$ cat config.mk
export PLATFORM = sky130hd
export DESIGN_NAME = sbox_share_arbiter
export DESIGN_NICKNAME = d
export VERILOG_FILES = /design/src/rtl/sbox_share_arbiter.sv
export SDC_FILE = /design/constraint.sdc
export NUM_CORES = 1
export LEC_CHECK = 0
export CAP_MARGIN = 20
export CORE_ASPECT_RATIO = 1.75
export CORE_MARGIN = 3
export CORE_UTILIZATION = 45
export DETAILED_ROUTE_END_ITERATION = 16
export GPL_TIMING_DRIVEN = 0
export PLACE_DENSITY_LB_ADDON = 0.05
export SYNTH_ARGS = -nofsm -noshare
export SYNTH_HDL_FRONTEND = slang
export SYNTH_SLANG_ARGS = --single-unit
$ cat constraint.sdc
create_clock -name clk -period 12.8 [get_ports clk]
set_input_delay 2.56 -clock clk [delete_from_list [all_inputs] [get_ports clk]]
set_output_delay 2.56 -clock clk [all_outputs]
set_load 0.005 [all_outputs]
$ cat src/rtl/sbox_share_arbiter.sv
// sbox_share_arbiter
//   Shares one 4-lane (32-bit) S-box lookup port between the round datapath
//   (SubBytes on a 128-bit state, 4 beats) and key expansion (SubWord on a
//   32-bit word, 1 beat). Beats are issued on sb_rd/sb_addr, tracked through a
//   tag pipe whose depth matches the S-box read latency, reassembled, and then
//   returned with a one-cycle done pulse.
//
//   Handshake: a requester raises *_req (level) and holds it. It is sampled
//   only while the FSM is IDLE and sbox_ready=1. The input word is latched on
//   the grant edge. *_done pulses for exactly one cycle with *_out valid, and
//   the requester must drop *_req in that cycle. A req still high at the
//   following edge counts as a new request.
//
// Ports
//   clk, reset        clock (rising edge), asynchronous active-high reset
//   sbox_ready        S-box table loaded; a drop mid-transaction aborts it
//   st_req/st_in      SubBytes request / state ([127:96] = beat 0)
//   st_done/st_out    SubBytes done pulse / substituted state
//   kw_req/kw_in      SubWord request / key word
//   kw_done/kw_out    SubWord done pulse / substituted key word
//   sb_rd/sb_addr     lookup issue strobe / 4 byte addresses
//   sb_data           4 substituted bytes, SBOX_LAT edges after issue
//   busy              FSM not in IDLE
//   abort             one-cycle pulse: transaction killed by sbox_ready drop
module sbox_share_arbiter #(
  parameter int SBOX_LAT = 1
) (
  input  logic         clk,
  input  logic         reset,
  input  logic         sbox_ready,
  input  logic         st_req,
  input  logic [127:0] st_in,
  output logic         st_done,
  output logic [127:0] st_out,
  input  logic         kw_req,
  input  logic [31:0]  kw_in,
  output logic         kw_done,
  output logic [31:0]  kw_out,
  output logic         sb_rd,
  output logic [31:0]  sb_addr,
  input  logic [31:0]  sb_data,
  output logic         busy,
  output logic         abort
);

  typedef enum logic [1:0] {IDLE, ST_ISSUE, KW_ISSUE, DRAIN} state_t;

  localparam logic OWN_ST = 1'b0;
  localparam logic OWN_KW = 1'b1;

  state_t         state, state_n;
  logic           last_grant, last_grant_n;
  logic [127:0]   st_lat, st_lat_n;
  logic [31:0]    kw_lat, kw_lat_n;
  logic           iss_owner, iss_owner_n;
  logic [1:0]     iss_beat, iss_beat_n;
  logic           sb_rd_n;
  logic [31:0]    sb_addr_n;
  logic [127:0]   st_asm, st_asm_n;
  logic [127:0]   st_out_n;
  logic [31:0]    kw_out_n;
  logic           st_done_n, kw_done_n, abort_n;

  // Tag pipe: stage i holds the beat issued i+1 edges ago.
  logic [SBOX_LAT-1:0]      tag_v;
  logic [SBOX_LAT-1:0]      tag_own;
  logic [SBOX_LAT-1:0][1:0] tag_beat;

  logic       flush;
  logic       cap, cap_last, cap_own;
  logic [1:0] cap_beat;
  logic       grant_kw;

  function automatic logic [31:0] beat_word(input logic [127:0] s, input logic [1:0] k);
    logic [31:0] w;
    w = s[127:96];
    case (k)
      2'd0: w = s[127:96];
      2'd1: w = s[95:64];
      2'd2: w = s[63:32];
      2'd3: w = s[31:0];
      default: w = s[127:96];
    endcase
    return w;
  endfunction

  // A sbox_ready drop outside IDLE kills the transaction; at that edge no
  // capture is allowed so nothing partial can leak.
  assign flush    = (state != IDLE) && !sbox_ready;
  assign cap      = tag_v[SBOX_LAT-1] && !flush;
  assign cap_own  = tag_own[SBOX_LAT-1];
  assign cap_beat = tag_beat[SBOX_LAT-1];
  assign cap_last = cap && ((cap_own == OWN_KW) || (cap_beat == 2'd3));
  // Round-robin: KW wins a tie when ST was the last one granted.
  assign grant_kw = kw_req && (!st_req || (last_grant == OWN_ST));
  assign busy     = (state != IDLE);

  always_comb begin
    state_n      = state;
    last_grant_n = last_grant;
    st_lat_n     = st_lat;
    kw_lat_n     = kw_lat;
    iss_owner_n  = iss_owner;
    iss_beat_n   = iss_beat;
    sb_rd_n      = 1'b0;
    sb_addr_n    = sb_addr;
    st_asm_n     = st_asm;
    st_out_n     = st_out;
    kw_out_n     = kw_out;
    st_done_n    = 1'b0;
    kw_done_n    = 1'b0;
    abort_n      = 1'b0;

    if (flush) begin
      state_n = IDLE;
      abort_n = 1'b1;
    end else begin
      if (cap) begin
        if (cap_own == OWN_KW) begin
          kw_out_n  = sb_data;
          kw_done_n = 1'b1;
        end else begin
          case (cap_beat)
            2'd0: st_asm_n[127:96] = sb_data;
            2'd1: st_asm_n[95:64]  = sb_data;
            2'd2: st_asm_n[63:32]  = sb_data;
            2'd3: st_asm_n[31:0]   = sb_data;
            default: st_asm_n = st_asm;
          endcase
          // st_out only changes once the whole state is assembled.
          if (cap_last) begin
            st_out_n  = st_asm_n;
            st_done_n = 1'b1;
          end
        end
      end

      case (state)
        IDLE: begin
          if (sbox_ready && (st_req || kw_req)) begin
            sb_rd_n    = 1'b1;
            iss_beat_n = 2'd0;
            if (grant_kw) begin
              state_n      = KW_ISSUE;
              kw_lat_n     = kw_in;
              sb_addr_n    = kw_in;
              iss_owner_n  = OWN_KW;
              last_grant_n = OWN_KW;
            end else begin
              state_n      = ST_ISSUE;
              st_lat_n     = st_in;
              sb_addr_n    = st_in[127:96];
              iss_owner_n  = OWN_ST;
              last_grant_n = OWN_ST;
            end
          end
        end
        ST_ISSUE: begin
          if (iss_beat == 2'd3) begin
            state_n = DRAIN;
          end else begin
            sb_rd_n    = 1'b1;
            iss_beat_n = iss_beat + 2'd1;
            sb_addr_n  = beat_word(st_lat, iss_beat + 2'd1);
          end
        end
        KW_ISSUE: begin
          state_n = DRAIN;
        end
        DRAIN: begin
          if (cap_last) state_n = IDLE;
        end
        default: state_n = IDLE;
      endcase
    end
  end

  always_ff @(posedge clk or posedge reset) begin
    if (reset) begin
      state      <= IDLE;
      last_grant <= OWN_ST;
      st_lat     <= '0;
      kw_lat     <= '0;
      iss_owner  <= 1'b0;
      iss_beat   <= 2'd0;
      sb_rd      <= 1'b0;
      sb_addr    <= '0;
      st_asm     <= '0;
      st_out     <= '0;
      kw_out     <= '0;
      st_done    <= 1'b0;
      kw_done    <= 1'b0;
      abort      <= 1'b0;
    end else begin
      state      <= state_n;
      last_grant <= last_grant_n;
      st_lat     <= st_lat_n;
      kw_lat     <= kw_lat_n;
      iss_owner  <= iss_owner_n;
      iss_beat   <= iss_beat_n;
      sb_rd      <= sb_rd_n;
      sb_addr    <= sb_addr_n;
      st_asm     <= st_asm_n;
      st_out     <= st_out_n;
      kw_out     <= kw_out_n;
      st_done    <= st_done_n;
      kw_done    <= kw_done_n;
      abort      <= abort_n;
    end
  end

  // The issue registers act as the stage ahead of tag[0], so a beat reaches
  // the tail exactly when its sb_data is valid.
  always_ff @(posedge clk or posedge reset) begin
    if (reset) begin
      tag_v    <= '0;
      tag_own  <= '0;
      tag_beat <= '0;
    end else if (flush) begin
      tag_v    <= '0;
      tag_own  <= '0;
      tag_beat <= '0;
    end else begin
      tag_v[0]    <= sb_rd;
      tag_own[0]  <= iss_owner;
      tag_beat[0] <= iss_beat;
      for (int i = 1; i < SBOX_LAT; i++) begin
        tag_v[i]    <= tag_v[i-1];
        tag_own[i]  <= tag_own[i-1];
        tag_beat[i] <= tag_beat[i-1];
      end
    end
  end

endmodule

==> impl_results.md <==
* Status: completed
* Clock skew at ~0.0086 ns
* #FFs+latches synth at 397
* Crit-path max cell delay at 0.58 ns
* Cell count after synthesis at around 1.4k
* Post-synthesis compound-gate area fraction at 0.0855
* Die area at 0.0397 mm2
* Yosys top cell by area: dfrtp_1
* CP top delay family: buffers and inverters
* Number of I/O pins at 394
* Syn avg cell area at roughly 12 um2
* Maximum fanout along the worst path at 10
* Layout cells sized above 1 at 0.182
* Sequential element share of the synthesized area at 0.593
* Initial detailed-routing violation count at 410
* Combinational family with the most area after synthesis: multiplexers
* Area share of the largest cell type after synthesis at 0.593
* HP Class: flip-flop to flip-flop
* Die span in y at between 200 and 300 um
* End of the critical path: busy
* Synth Cell Area at 0.0167 mm2
* Worst Path Required at 10.24 ns
* # H-tree levels at 2
* CP arrival at 2.15 ns
* Final hold vios at 0
* Synthesized net count at 1606
* Worst slew margin at 0.438
* Routed vias at 12.4k
* Yosys cell types at 42
* Hold-fix buffers, CTS at 0
* CTS Buf Count at 39
* Post-Synth XOR/XNOR Area at 0
* Total setup buffers inserted after CTS at 0
* Worst path slowest cell: clkdlybuf4s50_1
* Initial antenna violation count at 5
* Most frequent CP cell: inv_1
* Worst setup startpoint: state[0]
* Top post-synthesis cells by area: dfrtp_1 (59%), mux2_2 (14%), nand2_1 (6.9%), mux2i_1 (5.9%), o21ai_1 (2.3%)
* Nets@finish at 2050
* Max Slew Vio Count at 0
* Count leader, synth: dfrtp_1
* Post_cts resized at 0
* Post-synthesis mux area share at 0.200
* Initial Util at 0.460
* Vias in the first global route at between 10k and 15k
* Startpoint types: flip-flop
* Power per cell area at 225 mW/mm2
* R2r endpoint: sb_addr[21]
* Placed insts at ~2.3k
* GPL Wtd Cong at 0.824
* Detailed placement HPWL at 37400 um
* RSZ-0062 raised after global routing: false
* Detailed Route WL at 49200 um
* WS Path Type: flip-flop to output port
* CP Capture Type: output port
* Fin crit period at 4.71 ns
* Final setup viols at 0
* Clk sink count at 397
* Vias per cell at 5.26
* Worst Tran Pin Value at ~0.84 ns
* Remaining DRCs at 0
* CTS Buffer Depth at 3
* Yosys synthesis warning count at 0
* R2R cell count at 8
* Reg-to-reg startpoint: state[1]
* ANT nets after route at 0
* PortBufs at about 390
* WP buf/inv at 4
* Skew-Pair Late Insertion Delay at 0.52 ns
* Reg2reg setup slack at 10.39 ns
* CP Depth at 5
* Highest ir drop seen on vdd at approximately 0.14 mV
* Fin crit share at 0.368
* Post-Synth Adder-Cell Area at 0.00523
* Area Overhead vs Synth at 35.7%
* Post-synth EDFFs at 0
* Std cell rows at 92
* Maxcap violations at 0
* Fin cells at 2347
* Leak at 10.5 nW
* Clock-pin transition on the worst setup and hold timing paths at approximately 0.060 ns
* Fmax at 0.212 GHz
* Clock tree root buffer cell: clkbuf_16
* Die width at around 150 um
* Simple-gate share of the synthesized area at 0.0859
* Worst path cell trace: inv_1, ha_1, buf_2, inv_1, clkdlybuf4s50_1
* Wirelength per Cell at 21.0 um
* CTS tree: built
* Leading post-synthesis cells by instance count: dfrtp_1 (397), nand2_1 (306), mux2_2 (207)
* Largest net degree at the start of global routing at 43
* Ys async rst share at 1.00
* Drt pass-1 iters at 5
* Sum Neg Setup Slack at 0 ns
* First-pass GRT wire length at roughly 76000 um
* Commonest register cell after synthesis: dfrtp_1
* Tot GR Track Use at 0.242
* Core area at 0.0364 mm2
* Grt total ovfl at 0
==> worst min-delay path by stage <==
| stage | startpoint | to | slack, ns | depth (start not counted) |
|---|---|---|---|---|
| after CTS | st_out[13] | st_out[13] | 0.48 | 2 |
| after detailed placement | st_out[13] | st_out[13] | 0.46 | 2 |
| final | st_out[13] | st_out[13] | 0.47 | 2 |
| after global routing | kw_out[13] | kw_out[13] | 0.49 | 2 |
| after floorplan | st_asm[74] | st_asm[74] | 0.46 | 1 |
| after global placement | st_out[18] | st_out[18] | 0.46 | 2 |
==> area by class of cell <==
cell class / instances / area (um2)
buffer: 97 / 477
antenna: 5 / 12.5
inverter: 9 / 37.5
timing repair buffer: 403 / 4130
fill: 3025 / 13600
clock buffer: 62 / 1210
sequential: 397 / 9930
tap: 470 / 588
clock inverter: 5 / 31.3
multi-input combinational: 899 / 6300
==> through the flow <==
stage               hold WS [ns]  area, um2  setup WS [ns]   util  total power [mW]
CTS                        0.477      22700           8.08  0.625              5.17
global route               0.489      22700           7.99  0.625              5.42
global placement           0.459      21300           2.17  0.585              3.96
detailed placement         0.462      21500           7.88  0.590              4.02
floorplan                  0.458      16800           4.90      -              3.12
finish                     0.474      22700           8.09  0.625              5.11
==> registers in the layout (all words and copies together), names as in the netlist, 2 cells and up <==
register / flops
cap_beat: 2
iss_beat: 2
kw_out: 32
sb_addr: 32
st_asm: 96
st_lat: 96
st_out: 128
state: 2
==> worst reg2reg max path: stages (launching register included) <==
cell,delay (ns)
dfrtp_1,0.38
inv_1,0.11
ha_1,0.32
nor2b_1,0.17
clkbuf_1,0.38
clkbuf_1,0.48
nand3_1,0.22
o221ai_1,0.12
a2bb2oi_1,0.09
==> cells in the final DEF (no fill, tap or decap), types with 10 or more instances in the layout <==
| cell type | Yosys | routed |
|---|---|---|
| clkbuf_8 | 0 | 15 |
| clkbuf_1 | 38 | 46 |
| o21ai_1 | 78 | 78 |
| nand2_1 | 306 | 306 |
| clkbuf_16 | 0 | 39 |
| mux2_2 | 207 | 207 |
| clkdlybuf4s50_1 | 0 | 393 |
| o221ai_1 | 15 | 15 |
| buf_2 | 48 | 48 |
| buf_12 | 0 | 10 |
| mux2i_1 | 98 | 98 |
| o21ai_0 | 38 | 38 |
| a21oi_1 | 18 | 18 |
| nand3_1 | 33 | 33 |
| a22oi_1 | 31 | 31 |
| dfrtp_1 | 397 | 397 |
| a2bb2oi_1 | 31 | 31 |
==> kinds of logic after synthesis <==
kind of cell | Yosys count
adder cells (fa/ha/maj) | 7
buffers and inverters | 106
multiplexers | 308
AO/OA/AOI/OAI | 226
flip-flops | 397
AND/OR/NAND/NOR | 358
==> report_power, final <==
part / leakage, nW / switching [mW] / total (mW) / internal [mW]
clock: 0.614 / 0.478 / 1.13 / 0.647
combinational: 4.83 / 0.841 / 1.91 / 1.06
sequential: 5.02 / 0.290 / 2.08 / 1.79
total: 10.5 / 1.61 / 5.11 / 3.50
==> per-layer routing <==
metal,global-route usage,vias to the layer above,part of all wire
met5,0,-,0
met1,0.260,6163,0.35
met2,0.461,353,0.55
met3,0.0559,83,0.060
met4,0.0932,0,0.035
li1,-,5756,-
(Power assumes the default switching activity.)
